==> src/rtl/display_pkg.sv <==
// -----------------------------------------------------------------------------
// display_pkg
// Shared types and constants for the multiplexed display scan driver.
//   scan_state_t : scan FSM states (BLANK = all anodes off, SHOW = one digit lit)
//   AN_OFF       : all-ones anode vector wide enough for the largest display
//   *_DEFAULT    : default parameter values for display_scan_driver
// -----------------------------------------------------------------------------
package display_pkg;

    typedef enum logic [0:0] {
        BLANK = 1'b0,
        SHOW  = 1'b1
    } scan_state_t;

    // Widest supported display is 8 digits; users slice the low DIGITS bits.
    localparam logic [7:0] AN_OFF = 8'hFF;

    localparam int DIGITS_DEFAULT   = 4;
    localparam int DWELL_DEFAULT    = 50000;
    localparam int DEADTIME_DEFAULT = 500;
    localparam int CNT_W_DEFAULT    = 16;

endpackage

==> src/rtl/display_scan_driver_lz_mask.sv <==
// -----------------------------------------------------------------------------
// lz_mask
// Combinational leading-zero blank mask for the scan driver.
//   active : committed display value, nibble 0 = rightmost digit
//   lz_en  : 1 = blank leading zero digits
//   blank  : bit k = 1 when digit k must stay dark during its slot
// Digit 0 is never blanked so an all-zero value still shows a single "0".
// -----------------------------------------------------------------------------
module lz_mask #(
    parameter int DIGITS = 4
) (
    input  logic [4*DIGITS-1:0] active,
    input  logic                lz_en,
    output logic [DIGITS-1:0]   blank
);

    logic [DIGITS-1:0] blank_s;
    logic              all_zero_s;

    // Walk from the most significant digit down; a digit is blanked while
    // every nibble from it upward is zero.
    always_comb begin
        blank_s    = '0;
        all_zero_s = 1'b1;
        for (int k = DIGITS - 1; k >= 1; k--) begin
            all_zero_s = all_zero_s & (active[4*k +: 4] == 4'h0);
            blank_s[k] = lz_en & all_zero_s;
        end
    end

    assign blank = blank_s;

endmodule

==> src/rtl/display_scan_driver.sv <==
// -----------------------------------------------------------------------------
// display_scan_driver
// Time-multiplexes a latched multi-digit hex value onto one shared nibble bus
// for a 4-bit-to-7-segment decoder, with dead time between digits, tear-free
// updates at frame boundaries and optional leading-zero blanking.
// Ports:
//   clk        : system clock, rising edge
//   rst_n      : synchronous active-low reset
//   value      : hex value to display, nibble 0 = rightmost digit
//   load       : one-cycle strobe, captures value into the shadow register
//   lz_en      : 1 = blank leading zero digits
//   enable     : 0 = display dark and scan halted
//   pending    : shadow holds a value not yet shown
//   nibble     : digit code to the decoder (registered)
//   dig_an_n   : active-low common-anode enables, at most one low (registered)
//   frame_done : one-cycle pulse on each frame boundary
// -----------------------------------------------------------------------------
module display_scan_driver
    import display_pkg::*;
#(
    parameter int DIGITS   = DIGITS_DEFAULT,
    parameter int DWELL    = DWELL_DEFAULT,
    parameter int DEADTIME = DEADTIME_DEFAULT,
    parameter int CNT_W    = CNT_W_DEFAULT
) (
    input  logic                clk,
    input  logic                rst_n,
    input  logic [4*DIGITS-1:0] value,
    input  logic                load,
    input  logic                lz_en,
    input  logic                enable,
    output logic                pending,
    output logic [3:0]          nibble,
    output logic [DIGITS-1:0]   dig_an_n,
    output logic                frame_done
);

    localparam int                IDX_W      = $clog2(DIGITS);
    localparam logic [CNT_W-1:0]  DWELL_LAST = CNT_W'(DWELL - 1);
    localparam logic [CNT_W-1:0]  DEAD_LAST  = CNT_W'(DEADTIME - 1);
    localparam logic [IDX_W-1:0]  IDX_LAST   = IDX_W'(DIGITS - 1);
    localparam logic [DIGITS-1:0] AN_ALL_OFF = AN_OFF[DIGITS-1:0];
    localparam logic [DIGITS-1:0] AN_DIGIT0  = {{(DIGITS-1){1'b0}}, 1'b1};

    scan_state_t         state_r, state_s;
    logic [CNT_W-1:0]    cnt_r, cnt_s;
    logic [IDX_W-1:0]    idx_r, idx_s;
    logic [4*DIGITS-1:0] shadow_r, shadow_s;
    logic [4*DIGITS-1:0] active_r, active_s;
    logic                pending_r, pending_s;
    logic                frame_done_r, frame_done_s;
    logic [3:0]          nibble_r, nibble_s;
    logic [DIGITS-1:0]   an_n_r, an_n_s;
    logic [DIGITS-1:0]   blank_s;
    logic                commit_s;

    lz_mask #(
        .DIGITS (DIGITS)
    ) u_lz_mask (
        .active (active_r),
        .lz_en  (lz_en),
        .blank  (blank_s)
    );

    // Next-state logic: scan FSM, dwell/dead-time counter, shadow/active handoff.
    always_comb begin
        state_s      = state_r;
        cnt_s        = cnt_r;
        idx_s        = idx_r;
        shadow_s     = shadow_r;
        active_s     = active_r;
        pending_s    = pending_r;
        frame_done_s = 1'b0;
        nibble_s     = nibble_r;
        an_n_s       = an_n_r;
        commit_s     = 1'b0;

        if (!enable) begin
            // Halted: park at the start of a frame; nothing is on screen so a
            // pending value can be committed without tearing.
            state_s  = BLANK;
            cnt_s    = '0;
            idx_s    = '0;
            an_n_s   = AN_ALL_OFF;
            commit_s = pending_r;
        end else begin
            case (state_r)
                BLANK: begin
                    an_n_s = AN_ALL_OFF;
                    if (cnt_r == DEAD_LAST) begin
                        cnt_s    = '0;
                        state_s  = SHOW;
                        nibble_s = active_r[{idx_r, 2'b00} +: 4];
                        if (blank_s[idx_r]) begin
                            an_n_s = AN_ALL_OFF;
                        end else begin
                            an_n_s = ~(AN_DIGIT0 << idx_r);
                        end
                    end else begin
                        cnt_s = cnt_r + CNT_W'(1);
                    end
                end
                SHOW: begin
                    if (cnt_r == DWELL_LAST) begin
                        cnt_s   = '0;
                        state_s = BLANK;
                        an_n_s  = AN_ALL_OFF;
                        if (idx_r == IDX_LAST) begin
                            // Frame boundary: the only point a new value may appear.
                            idx_s        = '0;
                            frame_done_s = 1'b1;
                            commit_s     = pending_r;
                        end else begin
                            idx_s = idx_r + IDX_W'(1);
                        end
                    end else begin
                        cnt_s = cnt_r + CNT_W'(1);
                    end
                end
                default: begin
                    state_s = BLANK;
                    cnt_s   = '0;
                    idx_s   = '0;
                    an_n_s  = AN_ALL_OFF;
                end
            endcase
        end

        if (commit_s) begin
            active_s  = shadow_r;
            pending_s = 1'b0;
        end else begin
            active_s = active_r;
        end

        // A load on the commit edge wins over the pending clear: active gets
        // the old shadow and the new value waits a further frame.
        if (load) begin
            shadow_s  = value;
            pending_s = 1'b1;
        end else begin
            shadow_s = shadow_r;
        end
    end

    // State and output registers with synchronous reset.
    always_ff @(posedge clk) begin
        if (!rst_n) begin
            state_r      <= BLANK;
            cnt_r        <= '0;
            idx_r        <= '0;
            shadow_r     <= '0;
            active_r     <= '0;
            pending_r    <= 1'b0;
            frame_done_r <= 1'b0;
            nibble_r     <= 4'h0;
            an_n_r       <= AN_ALL_OFF;
        end else begin
            state_r      <= state_s;
            cnt_r        <= cnt_s;
            idx_r        <= idx_s;
            shadow_r     <= shadow_s;
            active_r     <= active_s;
            pending_r    <= pending_s;
            frame_done_r <= frame_done_s;
            nibble_r     <= nibble_s;
            an_n_r       <= an_n_s;
        end
    end

    assign pending    = pending_r;
    assign nibble     = nibble_r;
    assign dig_an_n   = an_n_r;
    assign frame_done = frame_done_r;

endmodule

==> config.mk <==
export PLATFORM = sky130hd
export DESIGN_NAME = display_scan_driver
export DESIGN_NICKNAME = d
export VERILOG_FILES = /design/src/rtl/display_pkg.sv /design/src/rtl/display_scan_driver_lz_mask.sv /design/src/rtl/display_scan_driver.sv
export SDC_FILE = /design/constraint.sdc
export NUM_CORES = 1
export LEC_CHECK = 0
export ABC_AREA = 1
export BUFFER_PORTS_ARGS = -buffer_cell sky130_fd_sc_hd__buf_2
export CAP_MARGIN = 20
export CORE_MARGIN = 2
export CORE_UTILIZATION = 40
export DETAILED_ROUTE_END_ITERATION = 10
export PLACE_DENSITY_LB_ADDON = 0.08
export SYNTH_ARGS = -nofsm -noshare
export SYNTH_HDL_FRONTEND = slang
export SYNTH_HIERARCHICAL = 1
export SYNTH_SLANG_ARGS = --single-unit
==> constraint.sdc <==
create_clock -name clk -period 1.8 [get_ports clk]
set_input_delay 0.18 -clock clk [delete_from_list [all_inputs] [get_ports clk]]
set_output_delay 0.18 -clock clk [all_outputs]
set_load 0.01 [all_outputs]
Word level (Yosys, flattened, before mapping) --
Index checks and enable logic that the tools add are counted. Widths: inputs -> output; s select.
Word-level totals: bits in registers 61, word-level logic and storage cells 53, input port bits 21, output and inout bits 10
Operators by class: $add $sub $neg 2, bitwise logic cells 7, equality and inequality tests 4, order comparisons 1, shifts and indexed selects 2, mux-type cells 20, reduce and logical (&&, ||, !) cells 8
Operator list (number):
- $mux 16 | 2
- $pmux 16 s2 | 1
- $add 16x1->16 const B | 1
- $eq 16x16->1 const B | 1
- $eq 16x9->1 const B | 1
- $shiftx 16x5->4 | 1
- $logic_not 4->1 | 3
- $mux 4 | 3
- $mux 1 | 10
- $pmux 4 s2 | 1
- $and 1x1->1 | 5
- $not 4->4 | 1
- $reduce_and 2->1 | 2
- $reduce_and 4->1 | 1
- $shl 1x2->4 const A | 1
- $lt 2x3->1 const B | 1
- $reduce_and 3->1 | 1
- $add 2x1->2 const B | 1
- $bmux 1 s2 | 1
- $eq 2x2->1 const B | 1
- $mux 2 | 1
- $ne 2x1->1 const B | 1
- $pmux 1 s2 | 1
- $reduce_bool 2->1 | 1
- $not 1->1 | 1

Logic depth before layout (Yosys ltp) --
Gate-level depths: netlist (run 1).
word-level depth 9, depth in mapped cells 10

Hierarchy --
Netlist (run 1), hierarchy kept.
Modules (own cells, without submodules):
- display_scan_driver | cells each 381, area an instance 2791.4 um^2, instances 1
- lz_mask | cells each 14, area an instance 63.8 um^2, instances 1

Worst setup path after synthesis (run 1) --
Ideal clock, no wire load.
path kind reg2reg, start reg cnt_r[0], end reg active_r[12], stages on the path, launching flop included 10, arrival 1.358 ns, setup slack 0.327 ns, library setup time 0.115 ns, path buffers 1, cells stage by stage dfxtp_1 -> ha_1 -> nand3_4 -> nor2_4 -> nand4_4 -> nand2_4 -> buf_6 -> nand3_1 -> nand2_1 -> nor2_1
On the way: word-level cells in the longest chain between the ends 4
RTL lines:
- start: declaration | RTL line display_scan_driver.sv:46 | logic [CNT_W-1:0] cnt_r, cnt_s;
- start signal: assignment | RTL line display_scan_driver.sv:160 | cnt_r <= cnt_s;
- $eq 16x16->1 | RTL line display_scan_driver.sv:104 | if (cnt_r == DWELL_LAST) begin
- $mux 1 | RTL line display_scan_driver.sv:104
- $mux 1 | RTL line display_scan_driver.sv:87 | case (state_r)
- $mux 1 | RTL line display_scan_driver.sv:78 | if (!enable) begin
- end signal: assignment | RTL line display_scan_driver.sv:163 | active_r <= active_s;
- end: declaration | RTL line display_scan_driver.sv:49 | logic [4*DIGITS-1:0] active_r, active_s;
No other way between the ends. A chain may end at the register's enable or synchronous reset.

Worst setup path in the final report (run 1) --
start reg cnt_r[0], end reg active_r[5]
The elaborated chain is that of the path after synthesis.

==> out/metrics.csv, run 1 <==
metric,value,unit
place_congestion,0.793,
setup_violations,0,
leakagePower,1.37,nW
finalSetupTns,0,ps
end_kind,flop,
power_switching,0.000702,W
p_seq_share,48.2,%
regArea,1220,µm²
drc,0,
hold_viol_final,0,
synth.area.mux_share,0,%
final_cell_mix,"72 x nor2_1, 61 x dfxtp_1, 59 x nand2_1",
fin_total_pwr,0.00295,W
synthAdderAreaFrac,2.19,%
slew_viol_final,0,
drt-initial-drc-count,81,
clockPowerShare,44.2,%
hold_class,in -> reg,
power_density,890,nW/µm²
numCtsBuffers,9,
yosys_warnings,6,
synth_seq_area_share,42.8,%
die_x,88.5,µm
power_frac_comb,7.5,%
h-tree-depth,3,
grt_antenna_before_repair,0,
syn_area_per_cell,7.23,µm²
ant_nets,0,
vias,2521,
die-area,7830,µm²
fin_crit,1640,ps
drt-total-wl,6150,µm
hold_path_depth,3,
crit_type,reg -> reg,
syn-cell-area,2860,µm²
rr_worst_depth,8,
avgViaCountPerCell,4.80,
crit_arrival,1860,ps
grt_pass1_wl,10100,µm
port_buffers,30,
grt_use_total,16.8,%
synth_fp_nets,421,
initial_utilization,41.6,%
multiInputGateArea,1400,µm²
grt_start_max_net_pins,34,
clkSinkCount,61,
worst-path-max-fanout,32,
ir_drop,0.344,mV
drive_gt1_share,15.9,%
synth_xor_area_share,2.15,%
fmax,0.611,GHz
clkSlewWorstSetupHoldPaths,70,ps
wl_per_cell,11.7,µm
mostFrequentLayoutCell,nor2_1,
sw_frac_of_total,23.8,%
fp-row-count,30,
antenna_cells,0,
ys_ff_latch,61,
die_h,88.5,µm
io-pin-count,31,
firstDrtPassIters,4,
coreArea,6870,µm²
intPower,0.00225,W
synth-simple-area-share,30.6,%
path_cells,ha_1 -> nand3_4 -> nor2_4 -> nand4_4 -> nand2_8 -> nand3_1 -> nand2_1 -> nor2_1,
hpwl,4310,µm
overflow,0,
nFillCells,716,
fin_crit_sh,90.9,%
startpoint_type,flop,
cts_tree,yes,
final_nets,452,
synth-compound-area-share,13.5,%
synth_top_family_by_area,simple AND/OR/NAND/NOR gates,
clock-root-buffer,clkbuf_8,
status,"complete, no violations",
fin_worst_skew,12.9,ps
syn_inst,395,
ys_types,33,
first_global_vias,2198,
grt_setup_unrepaired,no,
max-cap-violations,0,
max_stage_delay,350,ps
cpMaxStageDelayCell,dfxtp_1,
worstSkewPairLatency,340,ps
area.growth.synth_to_final,16.0,%
worstPathRequired,2030,ps
clockBufferDepth,2,
[stage by stage]
| stage | cell area [µm²] | utilization, % | setup WS [ps] | std cells | hold slack (ps) |
|---|---|---|---|---|---|
| 3_5_place_dp | 3100 | 45.1 | 83.3 | 511 | 436 |
| 5_1_grt | 3310 | 48.2 | 19.6 | 525 | 126 |
| 4_1_cts | 3300 | 48.1 | 80.5 | 525 | 114 |
| 3_3_place_gp | 3100 | 45.1 | 140 | 511 | 428 |
| 6_report | 3310 | 48.2 | 164 | 525 | 123 |
| 2_1_floorplan | 2860 | - | 327 | 395 | 371 |
[final cells by class]
type / count / share of cell area (%)
inverters: 36 / 4.08
multi-input cells: 278 / 42.1
clock inverters: 5 / 2.34
clock buffers: 9 / 3.74
flip-flops and latches: 61 / 36.9
well taps: 96 / 3.63
repair buffers: 40 / 7.18
[state kept, by name, indices dropped and copies added (netlist names)]
name / flops
dig_an_n: 4
shadow_r: 16
cnt_r: 16
state_r: 1
idx_r: 2
active_r: 16
pending: 1
nibble: 4
frame_done: 1
[critical path, delay by kind of cell, from the launching register on]
family	cells	cell delay, ps
adder cells (fa/ha/maj)	1	280
AND/OR/NAND/NOR	7	900
flip-flops	1	350
[logic make-up (layout without fill, tap and decap cells)]
family | count (synthesis) | after routing
flip-flops | 61 | 61
AO/OA/AOI/OAI | 73 | 73
other | 1 | 1
AND/OR/NAND/NOR | 192 | 192
adder cells (fa/ha/maj) | 5 | 5
XOR/XNOR | 7 | 7
buffers and inverters | 56 | 90
[power by group through the flow]
| stage | sequential (W) | combinational, W | clock (W) |
|---|---|---|---|
| finish | 0.00142 | 0.000221 | 0.00130 |
| global route | 0.00143 | 0.000257 | 0.00139 |
| CTS | 0.00142 | 0.000222 | 0.00133 |
| detailed placement | 0.00145 | 0.000222 | 0 |
| global placement | 0.00145 | 0.000220 | 0 |
| floorplan | 0.00145 | 0.000166 | 0 |
[what timing repair did]
| item | in CTS | in global routing |
|---|---|---|
| setup endpoints to repair | 0 | 15 |
| resized for setup | 0 | 1 |
| hold buffers | 0 | 0 |
| setup buffers | 0 | 0 |
[metal layers]
| layer | wire [µm] | global-route usage [%] | vias to the layer above |
|---|---|---|---|
| li1 | - | - | 1343 |
| met2 | 2610 | 24.9 | 43 |
| met5 | 0 | 0 | - |
| met4 | 131 | 8.95 | 0 |
| met3 | 206 | 3.36 | 13 |
| met1 | 3200 | 23.1 | 1122 |
[synthesized netlist by cell type, drive strengths merged]
library cell / n / area, µm²
a211oi: 1 / 7.51
a21oi: 42 / 221
buf: 11 / 78.8
clkbuf: 9 / 33.8
conb: 1 / 3.75
dfxtp: 61 / 1220
ha: 5 / 62.6
inv: 36 / 135
nand2: 61 / 239
nand2b: 1 / 6.26
nand3: 37 / 203
nand4: 9 / 71.3
nor2: 78 / 318
nor3: 4 / 25.0
nor4: 1 / 6.26
o21ai: 28 / 140
o22a: 1 / 8.76
o22ai: 1 / 6.26
or2: 1 / 6.26
xnor2: 2 / 17.5
xor2: 5 / 43.8
[final timing paths]
path	from	endpoint	slack, ps
worst max-delay path	cnt_r[0]	active_r[5]	160
worst min-delay path	value[8]	shadow_r[8]	120
worst max register to register	cnt_r[0]	active_r[5]	160
worst min register to register	cnt_r[0]	cnt_r[0]	440
No activity file was read; power rests on OpenSTA's default activity.
==> run 2, diff against run 1 <==
RECOVER_POWER = 25   (was default)
SLEW_MARGIN = 25   (was default)
==> out/metrics.csv, run 2 (synthesis results as in run 1) <==
metric,value,unit,change
setup_violations,0,,unchanged
cp.buffers_inverters,0,,unchanged
avgViaCountPerCell,4.79,,-0.24%
die_x,88.5,µm,unchanged
fin_worst_skew,12.8,ps,-0.0225 ps
crit_type,reg -> reg,,
grt_setup_unrepaired,no,,
die_h,88.5,µm,unchanged
rr_worst_depth,8,,unchanged
status,"complete, no violations",,
mostFrequentLayoutCell,nor2_1,,
hold_class,in -> reg,,
startpoint_type,flop,,
ir_drop,0.344,mV,about the same
max-cap-violations,0,,unchanged
hold_viol_final,0,,unchanged
hold_path_depth,3,,unchanged
hpwl,4310,µm,unchanged
clkSinkCount,61,,unchanged
port_buffers,30,,unchanged
grt_start_max_net_pins,34,,unchanged
place_ws,83.3,ps,unchanged
slew_headroom,25.5,%,
ant_nets,0,,unchanged
coreArea,6870,µm²,unchanged
drt-total-wl,6160,µm,+0.24%
drive_gt1_share,15.4,%,-0.47 points
numCtsBuffers,9,,unchanged
place_congestion,0.793,,unchanged
drt-initial-drc-count,79,,-2.5%
worst-path-max-fanout,32,,unchanged
power_density,891,nW/µm²,about the same
overflow,0,,unchanged
fin_crit,1640,ps,+0.0190 ps
clock-root-buffer,clkbuf_8,,
die-area,7830,µm²,unchanged
finalNonFillerCells,525,,unchanged
end_kind,flop,,
slew_viol_final,0,,unchanged
finalSetupTns,0,ps,unchanged
path_cells,ha_1 -> nand3_4 -> nor2_4 -> nand4_4 -> nand2_8 -> nand3_1 -> nand2_1 -> nor2_1,,
clockBufferDepth,2,,unchanged
cts_tree,yes,,
grt_antenna_before_repair,0,,unchanged
clkSlewWorstSetupHoldPaths,70,ps,about the same
io-pin-count,31,,unchanged
biggestRegsByFlops,"active_r: 16 flops, cnt_r: 16 flops, shadow_r: 16 flops",,
worstSkewPairLatency,340,ps,about the same
cpMaxStageDelayCell,dfxtp_1,,
crit_arrival,1860,ps,about the same
worst-path-stages,8,,unchanged
grt_pass1_wl,10100,µm,unchanged
first_global_vias,2198,,unchanged
area.growth.synth_to_final,15.8,%,
grt_use_total,16.8,%,unchanged
final_cell_mix,"72 x nor2_1, 61 x dfxtp_1, 59 x nand2_1",,
firstDrtPassIters,5,,+1
worstPathRequired,2030,ps,about the same
hold_buffers,0,,unchanged
worst_pin_slew,1120,ps,
hold_ws,123,ps,+0.0250 ps
antenna_cells,0,,unchanged
leakagePower,1.36,nW,-0.59%
final_util,48.1,%,-0.073 points
max_stage_delay,350,ps,about the same
fp-row-count,30,,unchanged
vias,2515,,-0.24%
place_inst,511,,unchanged
final_nets,452,,unchanged
wl_per_cell,11.7,µm,+0.24%
initial_utilization,41.6,%,unchanged
h-tree-depth,3,,unchanged
setup_slack,164,ps,-0.0190 ps
drc,0,,unchanged
crit_family,simple AND/OR/NAND/NOR gates,,
fmax,0.611,GHz,about the same
fin_crit_sh,90.9,%,about the same
## run 2: changes by cell type in the layout (fill, tap and decap cells not counted), sizes merged
cell    delta
clkbuf     +2
buf        -2
## run 2: power by group
group          internal (W)  switching (W)
clock network      0.000759       0.000543
registers           0.00140      0.0000231
logic             0.0000865       0.000134
## run 2: layer usage
metal	GRT usage [%]	wire, µm	part of all wire (%)
met1	23.1	3190	52
met3	3.36	227	3.7
met4	8.95	109	1.8
met5	0	0	0
met2	24.9	2630	43
## run 2: layout make-up
class,count,area [µm²]
flip-flops and latches,61,1220
clock inverters,5,77.6
fillers,718,3560
repair buffers,40,233
well taps,96,120
multi-input cells,278,1400
inverters,36,135
clock buffers,9,124
## run 2: path summary, 6_finish.rpt
check / start / to / slack [ps]
setup reg to reg: cnt_r[0] / active_r[5] / 160
setup / recovery: cnt_r[0] / active_r[5] / 160
hold / removal: value[8] / shadow_r[8] / 120
hold reg to reg: cnt_r[0] / cnt_r[0] / 440
## run 2: per-stage QoR
| step | instance area (µm²) | total power [W] |
|---|---|---|
| 2_1_floorplan | 2860 | 0.00161 |
| 3_3_place_gp | 3100 | 0.00167 |
| 3_5_place_dp | 3100 | 0.00167 |
| 4_1_cts | 3300 | 0.00297 |
| 5_1_grt | 3310 | 0.00307 |
| 6_report | 3310 | 0.00295 |
## run 2: repair_timing
item,in CTS,in global routing
gates resized for setup,0,1
buffers inserted,0,0
endpoints found under the setup margin,0,15
## run 2: tightest hold or removal path: stages
cell and delay [ps]:
buf_2 70, o21ai_0 70, a21oi_1 100
==> run 3, diff against run 2 <==
SETUP_SLACK_MARGIN = 0.4   (was default)
==> out/metrics.csv, run 3 (synthesis results as in run 1) <==
metric,value,unit,change
hold_ws,123,ps,+0.276 ps
max-cap-violations,0,,unchanged
wl_per_cell,12.0,µm,+2.6%
crit_path_start,cnt_r[1],,
initial_utilization,41.6,%,unchanged
end_kind,flop,,
max_stage_delay,350,ps,about the same
finalSetupTns,0,ps,unchanged
first_global_vias,2443,,+11%
crit_type,reg -> reg,,
worst_r2r_endpoint,active_r[0],,
worst-path-max-fanout,8,,-75%
power_frac_comb,9.0,%,+1.5 points
final_nets,473,,+4.6%
regArea,1240,µm²,+1.8%
rr_worst_depth,9,,+1
p_seq_share,49.3,%,+1.0 points
clkSlewWorstSetupHoldPaths,70,ps,about the same
cpMaxStageDelayCell,dfxtp_2,,
drt-total-wl,6600,µm,+7.1%
place_ws,169,ps,+85.7 ps
final_util,54.2,%,+6.1 points
dpl_cell_area,3090,µm²,-0.48%
drc,0,,unchanged
drt-initial-drc-count,97,,+23%
worst-path-stages,9,,+1
coreArea,6870,µm²,unchanged
h-tree-depth,3,,unchanged
avgViaCountPerCell,4.70,,-2.0%
fin_worst_skew,9.25,ps,-3.59 ps
grt_pass1_wl,11000,µm,+8.8%
die_x,88.5,µm,unchanged
grt_use_total,18.2,%,+1.4 points
vias,2573,,+2.3%
startpoint_type,flop,,
multiInputGateArea,1620,µm²,+16%
io-pin-count,31,,unchanged
crit_family,simple AND/OR/NAND/NOR gates,,
fp-row-count,30,,unchanged
grt_start_max_net_pins,35,,+2.9%
grt_antenna_before_repair,0,,unchanged
place_congestion,0.777,,-2.0%
ant_nets,0,,unchanged
hold_path_depth,3,,unchanged
power_density,774,nW/µm²,-13%
hpwl,4260,µm,-1.3%
clockPowerShare,41.7,%,-2.5 points
power_switching,0.000705,W,+0.58%
cp.buffers_inverters,1,,+1
clkSinkCount,61,,unchanged
finish.instance_area,3720,µm²,+13%
mostFrequentLayoutCell,nor2_1,,
biggestRegsByFlops,"active_r: 16 flops, cnt_r: 16 flops, shadow_r: 16 flops",,
nFillCells,692,,-3.6%
die-area,7830,µm²,unchanged
slew_viol_final,0,,unchanged
worst-r2r-setup-slack,340,ps,+180 ps
ir_drop,0.474,mV,+38%
final_cell_mix,"64 x nor2_1, 53 x nand2_1, 47 x dfxtp_1",,
status,"complete, no violations",,
fin_crit_sh,80.9,%,-10 points
setup_slack,344,ps,+180 ps
worstPathRequired,2030,ps,about the same
setup_violations,0,,unchanged
intPower,0.00217,W,-3.1%
cp-endpoint,active_r[0],,
fmax,0.687,GHz,+12%
r2r_start,cnt_r[1],,
die_h,88.5,µm,unchanged
overflow,0,,unchanged
hold_viol_final,0,,unchanged
port_buffers,30,,unchanged
crit_arrival,1680,ps,-180 ps
antenna_cells,0,,unchanged
path_cells,ha_4 -> nand3_4 -> nor2_4 -> nand4_4 -> buf_12 -> nand2_8 -> nand3_2 -> nand2_1 -> nor2_1,,
area.growth.synth_to_final,30.4,%,
sw_frac_of_total,24.5,%,+0.69 points
leakagePower,1.50,nW,+10%
hold_class,in -> reg,,
cts_tree,yes,,
firstDrtPassIters,5,,unchanged
numCtsBuffers,9,,unchanged
hold_buffers,0,,unchanged
grt_setup_unrepaired,yes,,
drive_gt1_share,30.1,%,+15 points
clock-root-buffer,clkbuf_8,,
fin_crit,1460,ps,-180 ps
clockBufferDepth,2,,unchanged
worstSkewPairLatency,340,ps,about the same
run 3: worst min-delay path: stages:
cell,delay (ps)
buf_2,70
o21ai_0,70
a21oi_1,100
run 3: final cells by class:
cell class | count | share of cell area, %
clock buffer | 12 | 3.90
clock inverter | 4 | 1.28
inverter | 36 | 3.63
multi-input combinational | 281 | 43.5
sequential | 61 | 33.4
tap | 96 | 3.23
timing repair buffer | 58 | 11.0
run 3: what timing repair did:
item / in CTS / in global routing
endpoints found under the setup margin: 40 / 37
gates resized for setup: 39 / 26
pin swaps: 15 / 21
buffers inserted: 14 / 5
gates cloned: 2 / 2
run 3: how the worst min path moves through the flow:
| stage | start | end | slack [ps] |
|---|---|---|---|
| global route | value[10] | shadow_r[10] | 140 |
| CTS | value[2] | shadow_r[2] | 110 |
| floorplan | value[0] | shadow_r[0] | 370 |
| global placement | shadow_r[6] | shadow_r[6] | 440 |
| detailed placement | shadow_r[7] | shadow_r[7] | 450 |
| finish | value[9] | shadow_r[9] | 120 |
run 3: per-stage QoR:
| step | std cells | total power (W) |
|---|---|---|
| final | 548 | 0.00288 |
| after global routing | 548 | 0.00302 |
| after CTS | 541 | 0.00289 |
| after detailed placement | 509 | 0.00167 |
| after global placement | 509 | 0.00166 |
| after floorplan | 395 | 0.00161 |
run 3: power by group through the flow:
stage               combinational, W  clock, W  sequential [W]
floorplan                   0.000167         0         0.00145
global route                0.000297   0.00130         0.00142
global placement            0.000213         0         0.00145
detailed placement          0.000214         0         0.00145
finish                      0.000260   0.00120         0.00142
CTS                         0.000234   0.00123         0.00142
run 3: per-layer routing:
layer / share of wire [%] / wire length [µm] / GRT usage [%]
met3: 3.2 / 208 / 3.64
met2: 48 / 3190 / 31.1
met5: 0 / 0 / 0
met4: 0.79 / 52 / 7.44
met1: 48 / 3150 / 22.4
